**config.mk**
```make
export PLATFORM = sky130hd
export DESIGN_NAME = map_layer_engine_flat
export DESIGN_NICKNAME = d
export VERILOG_FILES = /design/src/rtl/map_layer_engine_if.sv /design/src/rtl/map_layer_engine.sv /design/src/flat_wrapper.sv
export SDC_FILE = /design/constraint.sdc
export NUM_CORES = 2
export LEC_CHECK = 0
export ABC_AREA = 1
export BUFFER_PORTS_ARGS = -buffer_cell sky130_fd_sc_hd__buf_2
export CAP_MARGIN = 0
export CORE_MARGIN = 3
export CORE_UTILIZATION = 35
export CTS_BUF_LIST = sky130_fd_sc_hd__clkbuf_4 sky130_fd_sc_hd__clkbuf_8 sky130_fd_sc_hd__clkbuf_16
export DETAILED_ROUTE_END_ITERATION = 10
export PLACE_DENSITY_LB_ADDON = 0.1
export SLEW_MARGIN = 20
export SYNTH_ARGS = -nofsm -noshare
export SYNTH_HDL_FRONTEND = slang
export SYNTH_SLANG_ARGS = --single-unit
```
**constraint.sdc**
```tcl
create_clock -name clk -period 6.3 [get_ports clk]
set_input_delay 0.945 -clock clk [delete_from_list [all_inputs] [get_ports clk]]
set_output_delay 0.945 -clock clk [all_outputs]
set_load 0.01 [all_outputs]
```
**src/rtl/map_layer_engine_if.sv**
```systemverilog
// map_layer_engine_if: descriptor-write and collision-query bundle.
// master drives cfg_*/q_*; slave returns cfg_ready/q_ready and r_* results.
interface map_layer_engine_if #(
    parameter int NUM_RECT = 16,
    parameter int IDX_W    = 4
);
    logic                cfg_valid;
    logic                cfg_ready;
    logic [IDX_W-1:0]    cfg_idx;
    logic [9:0]          cfg_pivot_h;
    logic [9:0]          cfg_pivot_v;
    logic [9:0]          cfg_width;
    logic [9:0]          cfg_height;
    logic [9:0]          cfg_mem_h;
    logic [9:0]          cfg_mem_v;
    logic                cfg_visible;
    logic                cfg_solid;

    logic                q_valid;
    logic                q_ready;
    logic [9:0]          q_h;
    logic [9:0]          q_v;
    logic [9:0]          q_w;
    logic [9:0]          q_hh;

    logic                r_valid;
    logic                r_hit;
    logic [IDX_W-1:0]    r_idx;
    logic [NUM_RECT-1:0] r_mask;

    modport master (
        output cfg_valid, cfg_idx, cfg_pivot_h, cfg_pivot_v,
        output cfg_width, cfg_height, cfg_mem_h, cfg_mem_v,
        output cfg_visible, cfg_solid,
        output q_valid, q_h, q_v, q_w, q_hh,
        input  cfg_ready, q_ready,
        input  r_valid, r_hit, r_idx, r_mask
    );

    modport slave (
        input  cfg_valid, cfg_idx, cfg_pivot_h, cfg_pivot_v,
        input  cfg_width, cfg_height, cfg_mem_h, cfg_mem_v,
        input  cfg_visible, cfg_solid,
        input  q_valid, q_h, q_v, q_w, q_hh,
        output cfg_ready, q_ready,
        output r_valid, r_hit, r_idx, r_mask
    );
endinterface

```
**src/rtl/map_layer_engine.sv**
```systemverilog
// map_layer_engine: runtime-loaded rectangle renderer plus collision scanner.
// Ports: clk, rst (async low), en, vga_h/v, vis_set/clr, addr, hit, hit_idx,
// bus (slave): cfg write handshake, collision query and result strobe.
module map_layer_engine #(
    parameter int NUM_RECT    = 16,
    parameter int IDX_W       = 4,
    parameter int ADDR_W      = 17,
    parameter int MEM_STRIDE  = 320,
    parameter int BG_ADDR     = 12900,
    parameter int SCALE_SHIFT = 1
) (
    input  logic                clk,
    input  logic                rst,
    input  logic                en,
    input  logic [9:0]          vga_h,
    input  logic [9:0]          vga_v,
    input  logic [NUM_RECT-1:0] vis_set,
    input  logic [NUM_RECT-1:0] vis_clr,
    output logic [ADDR_W-1:0]   addr,
    output logic                hit,
    output logic [IDX_W-1:0]    hit_idx,
    map_layer_engine_if.slave   bus
);
    localparam int SW = (NUM_RECT > 1) ? $clog2(NUM_RECT) : 1;
    localparam logic [SW-1:0] LAST = SW'(NUM_RECT - 1);

    typedef enum logic [1:0] {IDLE, SCAN, DONE} state_e;

    // slot descriptors
    logic [9:0]          ph_q [NUM_RECT];
    logic [9:0]          pv_q [NUM_RECT];
    logic [9:0]          w_q  [NUM_RECT];
    logic [9:0]          ht_q [NUM_RECT];
    logic [9:0]          mh_q [NUM_RECT];
    logic [9:0]          mv_q [NUM_RECT];
    logic [NUM_RECT-1:0] vis_q;
    logic [NUM_RECT-1:0] solid_q;

    logic ready_q;
    logic cfg_we;

    assign bus.cfg_ready = ready_q;
    assign bus.q_ready   = ready_q;
    assign cfg_we        = bus.cfg_valid && ready_q;

    // A descriptor write to slot i overrides that slot's visibility pulses.
    always_ff @(posedge clk or negedge rst) begin
        if (!rst) begin
            for (int i = 0; i < NUM_RECT; i++) begin
                ph_q[i] <= '0;
                pv_q[i] <= '0;
                w_q[i]  <= '0;
                ht_q[i] <= '0;
                mh_q[i] <= '0;
                mv_q[i] <= '0;
            end
            vis_q   <= '0;
            solid_q <= '0;
        end else begin
            for (int i = 0; i < NUM_RECT; i++) begin
                if (cfg_we && bus.cfg_idx == IDX_W'(i)) begin
                    ph_q[i]    <= bus.cfg_pivot_h;
                    pv_q[i]    <= bus.cfg_pivot_v;
                    w_q[i]     <= bus.cfg_width;
                    ht_q[i]    <= bus.cfg_height;
                    mh_q[i]    <= bus.cfg_mem_h;
                    mv_q[i]    <= bus.cfg_mem_v;
                    vis_q[i]   <= bus.cfg_visible;
                    solid_q[i] <= bus.cfg_solid;
                end else begin
                    vis_q[i] <= (vis_q[i] | vis_set[i]) & ~vis_clr[i];
                end
            end
        end
    end

    // ---------------- render stage 1: per-slot hit test ----------------
    logic [9:0]          lh;
    logic [9:0]          lv;
    logic [NUM_RECT-1:0] cov_d;
    logic [NUM_RECT-1:0] hv_q;
    logic [9:0]          dh_q [NUM_RECT];
    logic [9:0]          dv_q [NUM_RECT];

    assign lh = vga_h >> SCALE_SHIFT;
    assign lv = vga_v >> SCALE_SHIFT;

    // 11-bit bounds so pivot+size never wraps; size 0 gives an empty range.
    always_comb begin
        for (int i = 0; i < NUM_RECT; i++) begin
            cov_d[i] = vis_q[i]
                && ({1'b0, lh} >= {1'b0, ph_q[i]})
                && ({1'b0, lh} < {1'b0, ph_q[i]} + {1'b0, w_q[i]})
                && ({1'b0, lv} >= {1'b0, pv_q[i]})
                && ({1'b0, lv} < {1'b0, pv_q[i]} + {1'b0, ht_q[i]});
        end
    end

    always_ff @(posedge clk or negedge rst) begin
        if (!rst) begin
            hv_q <= '0;
            for (int i = 0; i < NUM_RECT; i++) begin
                dh_q[i] <= '0;
                dv_q[i] <= '0;
            end
        end else begin
            hv_q <= cov_d;
            for (int i = 0; i < NUM_RECT; i++) begin
                dh_q[i] <= lh - ph_q[i];
                dv_q[i] <= lv - pv_q[i];
            end
        end
    end

    // ---------------- render stage 2: priority + address ----------------
    logic              win_found;
    logic [SW-1:0]     win;
    logic [ADDR_W-1:0] row;
    logic [ADDR_W-1:0] addr_d;
    logic [ADDR_W-1:0] addr_q;
    logic              hit_q;
    logic [IDX_W-1:0]  hit_idx_q;

    // Scan high to low so the lowest set index is the one left standing.
    always_comb begin
        win_found = 1'b0;
        win       = '0;
        for (int i = NUM_RECT - 1; i >= 0; i--) begin
            if (hv_q[i]) begin
                win_found = 1'b1;
                win       = SW'(i);
            end
        end
        row    = ADDR_W'(mv_q[win]) + ADDR_W'(dv_q[win]);
        addr_d = row * ADDR_W'(MEM_STRIDE)
               + ADDR_W'(mh_q[win]) + ADDR_W'(dh_q[win]);
    end

    always_ff @(posedge clk or negedge rst) begin
        if (!rst) begin
            addr_q    <= ADDR_W'(BG_ADDR);
            hit_q     <= 1'b0;
            hit_idx_q <= '0;
        end else if (en && win_found) begin
            addr_q    <= addr_d;
            hit_q     <= 1'b1;
            hit_idx_q <= IDX_W'(win);
        end else begin
            addr_q    <= ADDR_W'(BG_ADDR);
            hit_q     <= 1'b0;
            hit_idx_q <= '0;
        end
    end

    assign addr    = addr_q;
    assign hit     = hit_q;
    assign hit_idx = hit_idx_q;

    // ---------------- collision query engine ----------------
    state_e              state_q;
    logic [SW-1:0]       sidx_q;
    logic [9:0]          bh_q;
    logic [9:0]          bv_q;
    logic [9:0]          bw_q;
    logic [9:0]          bhh_q;
    logic                r_valid_q;
    logic                r_hit_q;
    logic [IDX_W-1:0]    r_idx_q;
    logic [NUM_RECT-1:0] r_mask_q;

    logic [10:0] s_l, s_r, s_t, s_b;
    logic [10:0] b_l, b_r, b_t, b_b;
    logic        ov;

    // Strict inequalities: boxes that only share an edge do not collide.
    always_comb begin
        s_l = {1'b0, ph_q[sidx_q]};
        s_t = {1'b0, pv_q[sidx_q]};
        s_r = s_l + {1'b0, w_q[sidx_q]};
        s_b = s_t + {1'b0, ht_q[sidx_q]};
        b_l = {1'b0, bh_q};
        b_t = {1'b0, bv_q};
        b_r = b_l + {1'b0, bw_q};
        b_b = b_t + {1'b0, bhh_q};
        ov  = solid_q[sidx_q]
            && (b_l < s_r) && (s_l < b_r)
            && (b_t < s_b) && (s_t < b_b);
    end

    always_ff @(posedge clk or negedge rst) begin
        if (!rst) begin
            state_q   <= IDLE;
            ready_q   <= 1'b1;
            sidx_q    <= '0;
            bh_q      <= '0;
            bv_q      <= '0;
            bw_q      <= '0;
            bhh_q     <= '0;
            r_valid_q <= 1'b0;
            r_hit_q   <= 1'b0;
            r_idx_q   <= '0;
            r_mask_q  <= '0;
        end else begin
            r_valid_q <= 1'b0;
            unique case (state_q)
                IDLE: begin
                    if (bus.q_valid) begin
                        bh_q     <= bus.q_h;
                        bv_q     <= bus.q_v;
                        bw_q     <= bus.q_w;
                        bhh_q    <= bus.q_hh;
                        r_hit_q  <= 1'b0;
                        r_idx_q  <= '0;
                        r_mask_q <= '0;
                        sidx_q   <= '0;
                        ready_q  <= 1'b0;
                        state_q  <= SCAN;
                    end
                end
                SCAN: begin
                    if (ov) begin
                        r_mask_q[sidx_q] <= 1'b1;
                        // empty mask means this is the first overlap
                        if (r_mask_q == '0) begin
                            r_idx_q <= IDX_W'(sidx_q);
                        end
                    end
                    if (sidx_q == LAST) begin
                        state_q <= DONE;
                    end else begin
                        sidx_q <= sidx_q + 1'b1;
                    end
                end
                DONE: begin
                    r_valid_q <= 1'b1;
                    r_hit_q   <= |r_mask_q;
                    ready_q   <= 1'b1;
                    state_q   <= IDLE;
                end
                default: begin
                    ready_q <= 1'b1;
                    state_q <= IDLE;
                end
            endcase
        end
    end

    assign bus.r_valid = r_valid_q;
    assign bus.r_hit   = r_hit_q;
    assign bus.r_idx   = r_idx_q;
    assign bus.r_mask  = r_mask_q;
endmodule

```
**src/flat_wrapper.sv**
```systemverilog
// flat-port wrapper written by rule: the top's interface ports become plain ports
module map_layer_engine_flat 
#(
    parameter int NUM_RECT    = 16,
    parameter int IDX_W       = 4,
    parameter int ADDR_W      = 17,
    parameter int MEM_STRIDE  = 320,
    parameter int BG_ADDR     = 12900,
    parameter int SCALE_SHIFT = 1
)
  (clk, rst, en, vga_h, vga_v, vis_set, vis_clr, addr, hit, hit_idx, bus_cfg_valid, bus_cfg_idx, bus_cfg_pivot_h, bus_cfg_pivot_v, bus_cfg_width, bus_cfg_height, bus_cfg_mem_h, bus_cfg_mem_v, bus_cfg_visible, bus_cfg_solid, bus_q_valid, bus_q_h, bus_q_v, bus_q_w, bus_q_hh, bus_cfg_ready, bus_q_ready, bus_r_valid, bus_r_hit, bus_r_idx, bus_r_mask);
  map_layer_engine_if #(.NUM_RECT(NUM_RECT), .IDX_W(IDX_W)) bus_i ();
  input  logic clk;
  input  logic rst;
  input  logic en;
  input  logic [9:0] vga_h;
  input  logic [9:0] vga_v;
  input  logic [NUM_RECT-1:0] vis_set;
  input  logic [NUM_RECT-1:0] vis_clr;
  output logic [ADDR_W-1:0] addr;
  output logic hit;
  output logic [IDX_W-1:0] hit_idx;
  input wire logic [$bits(bus_i.cfg_valid)-1:0] bus_cfg_valid;
  input wire logic [$bits(bus_i.cfg_idx)-1:0] bus_cfg_idx;
  input wire logic [$bits(bus_i.cfg_pivot_h)-1:0] bus_cfg_pivot_h;
  input wire logic [$bits(bus_i.cfg_pivot_v)-1:0] bus_cfg_pivot_v;
  input wire logic [$bits(bus_i.cfg_width)-1:0] bus_cfg_width;
  input wire logic [$bits(bus_i.cfg_height)-1:0] bus_cfg_height;
  input wire logic [$bits(bus_i.cfg_mem_h)-1:0] bus_cfg_mem_h;
  input wire logic [$bits(bus_i.cfg_mem_v)-1:0] bus_cfg_mem_v;
  input wire logic [$bits(bus_i.cfg_visible)-1:0] bus_cfg_visible;
  input wire logic [$bits(bus_i.cfg_solid)-1:0] bus_cfg_solid;
  input wire logic [$bits(bus_i.q_valid)-1:0] bus_q_valid;
  input wire logic [$bits(bus_i.q_h)-1:0] bus_q_h;
  input wire logic [$bits(bus_i.q_v)-1:0] bus_q_v;
  input wire logic [$bits(bus_i.q_w)-1:0] bus_q_w;
  input wire logic [$bits(bus_i.q_hh)-1:0] bus_q_hh;
  output wire logic [$bits(bus_i.cfg_ready)-1:0] bus_cfg_ready;
  output wire logic [$bits(bus_i.q_ready)-1:0] bus_q_ready;
  output wire logic [$bits(bus_i.r_valid)-1:0] bus_r_valid;
  output wire logic [$bits(bus_i.r_hit)-1:0] bus_r_hit;
  output wire logic [$bits(bus_i.r_idx)-1:0] bus_r_idx;
  output wire logic [$bits(bus_i.r_mask)-1:0] bus_r_mask;
  assign bus_i.cfg_valid = bus_cfg_valid;
  assign bus_i.cfg_idx = bus_cfg_idx;
  assign bus_i.cfg_pivot_h = bus_cfg_pivot_h;
  assign bus_i.cfg_pivot_v = bus_cfg_pivot_v;
  assign bus_i.cfg_width = bus_cfg_width;
  assign bus_i.cfg_height = bus_cfg_height;
  assign bus_i.cfg_mem_h = bus_cfg_mem_h;
  assign bus_i.cfg_mem_v = bus_cfg_mem_v;
  assign bus_i.cfg_visible = bus_cfg_visible;
  assign bus_i.cfg_solid = bus_cfg_solid;
  assign bus_i.q_valid = bus_q_valid;
  assign bus_i.q_h = bus_q_h;
  assign bus_i.q_v = bus_q_v;
  assign bus_i.q_w = bus_q_w;
  assign bus_i.q_hh = bus_q_hh;
  assign bus_cfg_ready = bus_i.cfg_ready;
  assign bus_q_ready = bus_i.q_ready;
  assign bus_r_valid = bus_i.r_valid;
  assign bus_r_hit = bus_i.r_hit;
  assign bus_r_idx = bus_i.r_idx;
  assign bus_r_mask = bus_i.r_mask;
  map_layer_engine #(.NUM_RECT(NUM_RECT), .IDX_W(IDX_W), .ADDR_W(ADDR_W), .MEM_STRIDE(MEM_STRIDE), .BG_ADDR(BG_ADDR), .SCALE_SHIFT(SCALE_SHIFT)) u_core (.clk(clk), .rst(rst), .en(en), .vga_h(vga_h), .vga_v(vga_v), .vis_set(vis_set), .vis_clr(vis_clr), .addr(addr), .hit(hit), .hit_idx(hit_idx), .bus(bus_i));
endmodule
```
==> key figures <==
CTS
  • Hold-fix buffers, CTS: 0
  • Total CTS buffers: 185
  • Clock sink count: 1419
  • # H-tree levels: 4
  • Max Buffers Root-to-Sink: 4
  • Root Driver: clkbuf_16
  • CTS tree: done
  • CTS clk-pin slew, worst paths: 0.06 ns
  • Clock latency on the worst-skew pair: 0.89 ns

Critical path
  • Worst Setup End Kind: flip-flop
  • Worst Path Required: 7.04 ns
  • WP data arrival: 6.43 ns
  • Crit-path max FO: 34
  • Crit path top cell by count: nand2_1
  • Max stage delay cell, worst path: fa_1
  • CP delay by family, top: simple AND/OR/NAND/NOR gates
  • Buffers & Inverters on Critical Path: 7
  • Type of the worst setup path: flip-flop to flip-flop
  • CP peak stage delay: 0.48 ns
  • CP Launch Type: flip-flop

STA
  • Minimum clock period: 5.693 ns
  • Maximum clock rate: 175.7 MHz
  • Skew final: 0.08091 ns
  • Final-report hold violation count: 0
  • Setup_tns: 0 ns
  • Hold slack: 0.07187 ns
  • # setup viols final: 0
  • Worst Tran Pin Value: 1.201 ns
  • Slew headroom: 18.93%
  • Fin. max-slew vios: 0
  • Final period util: 90.36%
  • RSZ-0062 raised after global routing: false

Finish
  • Layout Cells excl Fill: 15060
  • Commonest non-fill, non-tap cell in the layout: nand2_1
  • # nets final: 12640
  • Area grow syn2layout: 13.22%
  • Layout Utilization: 39.89%
  • Layout cell share with drive strength beyond 1: 7.607%
  • Filler Cells Inserted: 26430
  • Most frequent cells in the layout: nand2_1, o21ai_0, dfrtp_1

Detailed routing
  • Initial DRC Count: 8977
  • Final ANT Viol Nets: 0
  • Post-Route WL: 394.2 mm
  • DRC viols: 0
  • Vias: 82890
  • Pre-antenna DRT Iters: 6
  • WL/cell: 26.17 um
  • Drt via density: 5.503

Status
  • Run status: finished, final reports clean

Run
  • Max-Cap Viols: 0

Logic synthesis
  • Synth area leader: dfrtp_1
  • Post-Syn Nets: 12540
  • Seq/Total Area, Yosys: 38.78%
  • Yosys warnings: 0
  • Asr flop ratio synth: 100.0%
  • Cell count after synthesis: 11320
  • Post-synth design cell area: 0.09158 mm^2
  • Main synth FF type: dfrtp_1
  • Distinct cells, synth: 50
  • Yosys top cell area share: 38.58%
  • Synthesized area per cell: 8.092 um^2
  • #FFs+latches synth: 1419
  • Synth top area cells: dfrtp_1, ha_1, nand2_1
  • Number of synthesized flops with an enable pin: 0

Global routing
  • First-pass GRT wire length: 562.6 mm
  • Gr usage total: 28.60%
  • Total congestion overflow: 0
  • Vias in the first global route: 77510
  • Largest net degree at the start of global routing: 151
  • Initial antenna violation count: 27

Die
  • Die ar.: 0.2678 mm^2
  • Core Box Area: 0.2599 mm^2
  • Initial Util: 35.23%
  • Chip Height: 517.5 um
  • DIE WIDTH: 517.5 um
  • Ports: 209
  • Cell Rows: 187

Placement
  • Port buffer count: 206
  • Routability cong.: 0.9651
  • DP Wirelength: 290.5 mm
  • DP Cell Count: 14720

Worst hold path
  • Hold crit path type: input port to async pin
## per-stage QoR
stage                     worst slack, ns  area (um^2)
final                              0.6073       103700
after global placement             0.2999        97340
after CTS                          0.3283       103500
after global routing             0.009303       103700
after detailed placement           0.3799        97340
after floorplan                     1.076        91580
## routing by layer
layer | vias to the layer above | GRT usage [%] | share of wire (%)
li1 | 38420 | - | -
met1 | 40650 | 43.06 | 47
met2 | 3307 | 40.86 | 41
met3 | 500 | 5.082 | 8.3
met4 | 10 | 9.545 | 3.8
met5 | - | 0 | 0.018
## worst register-to-register path, delay by kind of cell, from the launching register on
family,cells,cell delay [ns]
simple gates,23,1.92
fa+ha+maj,6,1.91
buf+inv,7,0.84
compound gates,3,0.39
flops,1,0.38
xor+xnor,1,0.16
## synth_stat cells (all sizes together), types with 35 or more instances
master and instances:
nand2 2469, o21ai 1516, dfrtp 1412, inv 999
ha 983, nand3 929, a21oi 722, nor2 462
clkbuf 411, xor2 292, xnor2 209, buf 154
nand4 108, a211oi 92, o22ai 91, fa 75
o21bai 70, nand3b 45, nor3 45, o211ai 37
a21boi 35
## logic make-up after synthesis
| kind of cell | Yosys count | share of synthesized area, % |
|---|---|---|
| adder cells (fa/ha/maj) | 1058 | 15.07 |
| AO/OA/AOI/OAI | 2690 | 16.03 |
| AND/OR/NAND/NOR | 4082 | 18.63 |
| buffers and inverters | 1568 | 6.698 |
| flip-flops | 1419 | 38.78 |
| XOR/XNOR | 501 | 4.791 |
## what timing repair did
action	4_1_cts	5_1_grt
endpoints found under the setup margin	0	2
resized for setup	0	11
setup buffers	0	4
## cell type report
type	instances	area, um^2	area share [%]
clock inverter	65	778.2	0.7506
multi-input combinational	8331	50220	48.44
antenna	10	25.02	0.02413
clock buffer	259	5415	5.223
inverter	1003	3791	3.656
timing repair buffer	478	3556	3.429
sequential	1419	35530	34.26
tap	3496	4374	4.219
## state kept, by name (all words and copies together), names as in the netlist, 2 cells and up
signal             flops
u_core.dh_q          160
u_core.dv_q          160
u_core.ht_q          160
u_core.mh_q          160
u_core.mv_q          160
u_core.ph_q          160
u_core.pv_q          160
u_core.w_q           160
u_core.addr           17
u_core.bus.r_mask     16
u_core.hv_q           16
u_core.solid_q        16
u_core.vis_q          16
u_core.bh_q           10
u_core.bhh_q          10
u_core.bv_q           10
u_core.bw_q           10
u_core.bus.r_idx       4
u_core.hit_idx         4
u_core.sidx_q          4
u_core.state_q         2
## worst paths after layout
| path | from | endpoint | slack [ns] | cells after the start |
|---|---|---|---|---|
| min in group clk | bus_q_h[3] | u_core.bh_q[3] | 0.28 | 3 |
| max in group asynchronous | rst | u_core.w_q[152] | 4.56 | 3 |
| min | rst | u_core.dv_q[125] | 0.07 | 1 |
| max | u_core.hv_q[14] | u_core.addr[16] | 0.61 | 40 |
| max reg2reg | u_core.hv_q[14] | u_core.addr[16] | 0.61 | 40 |
| min reg2reg | u_core.bus.r_idx[0] | u_core.bus.r_idx[0] | 0.46 | 2 |
Power is not shown: default switching activity piles up to over one toggle a cycle in this logic, so the estimate is an artifact.
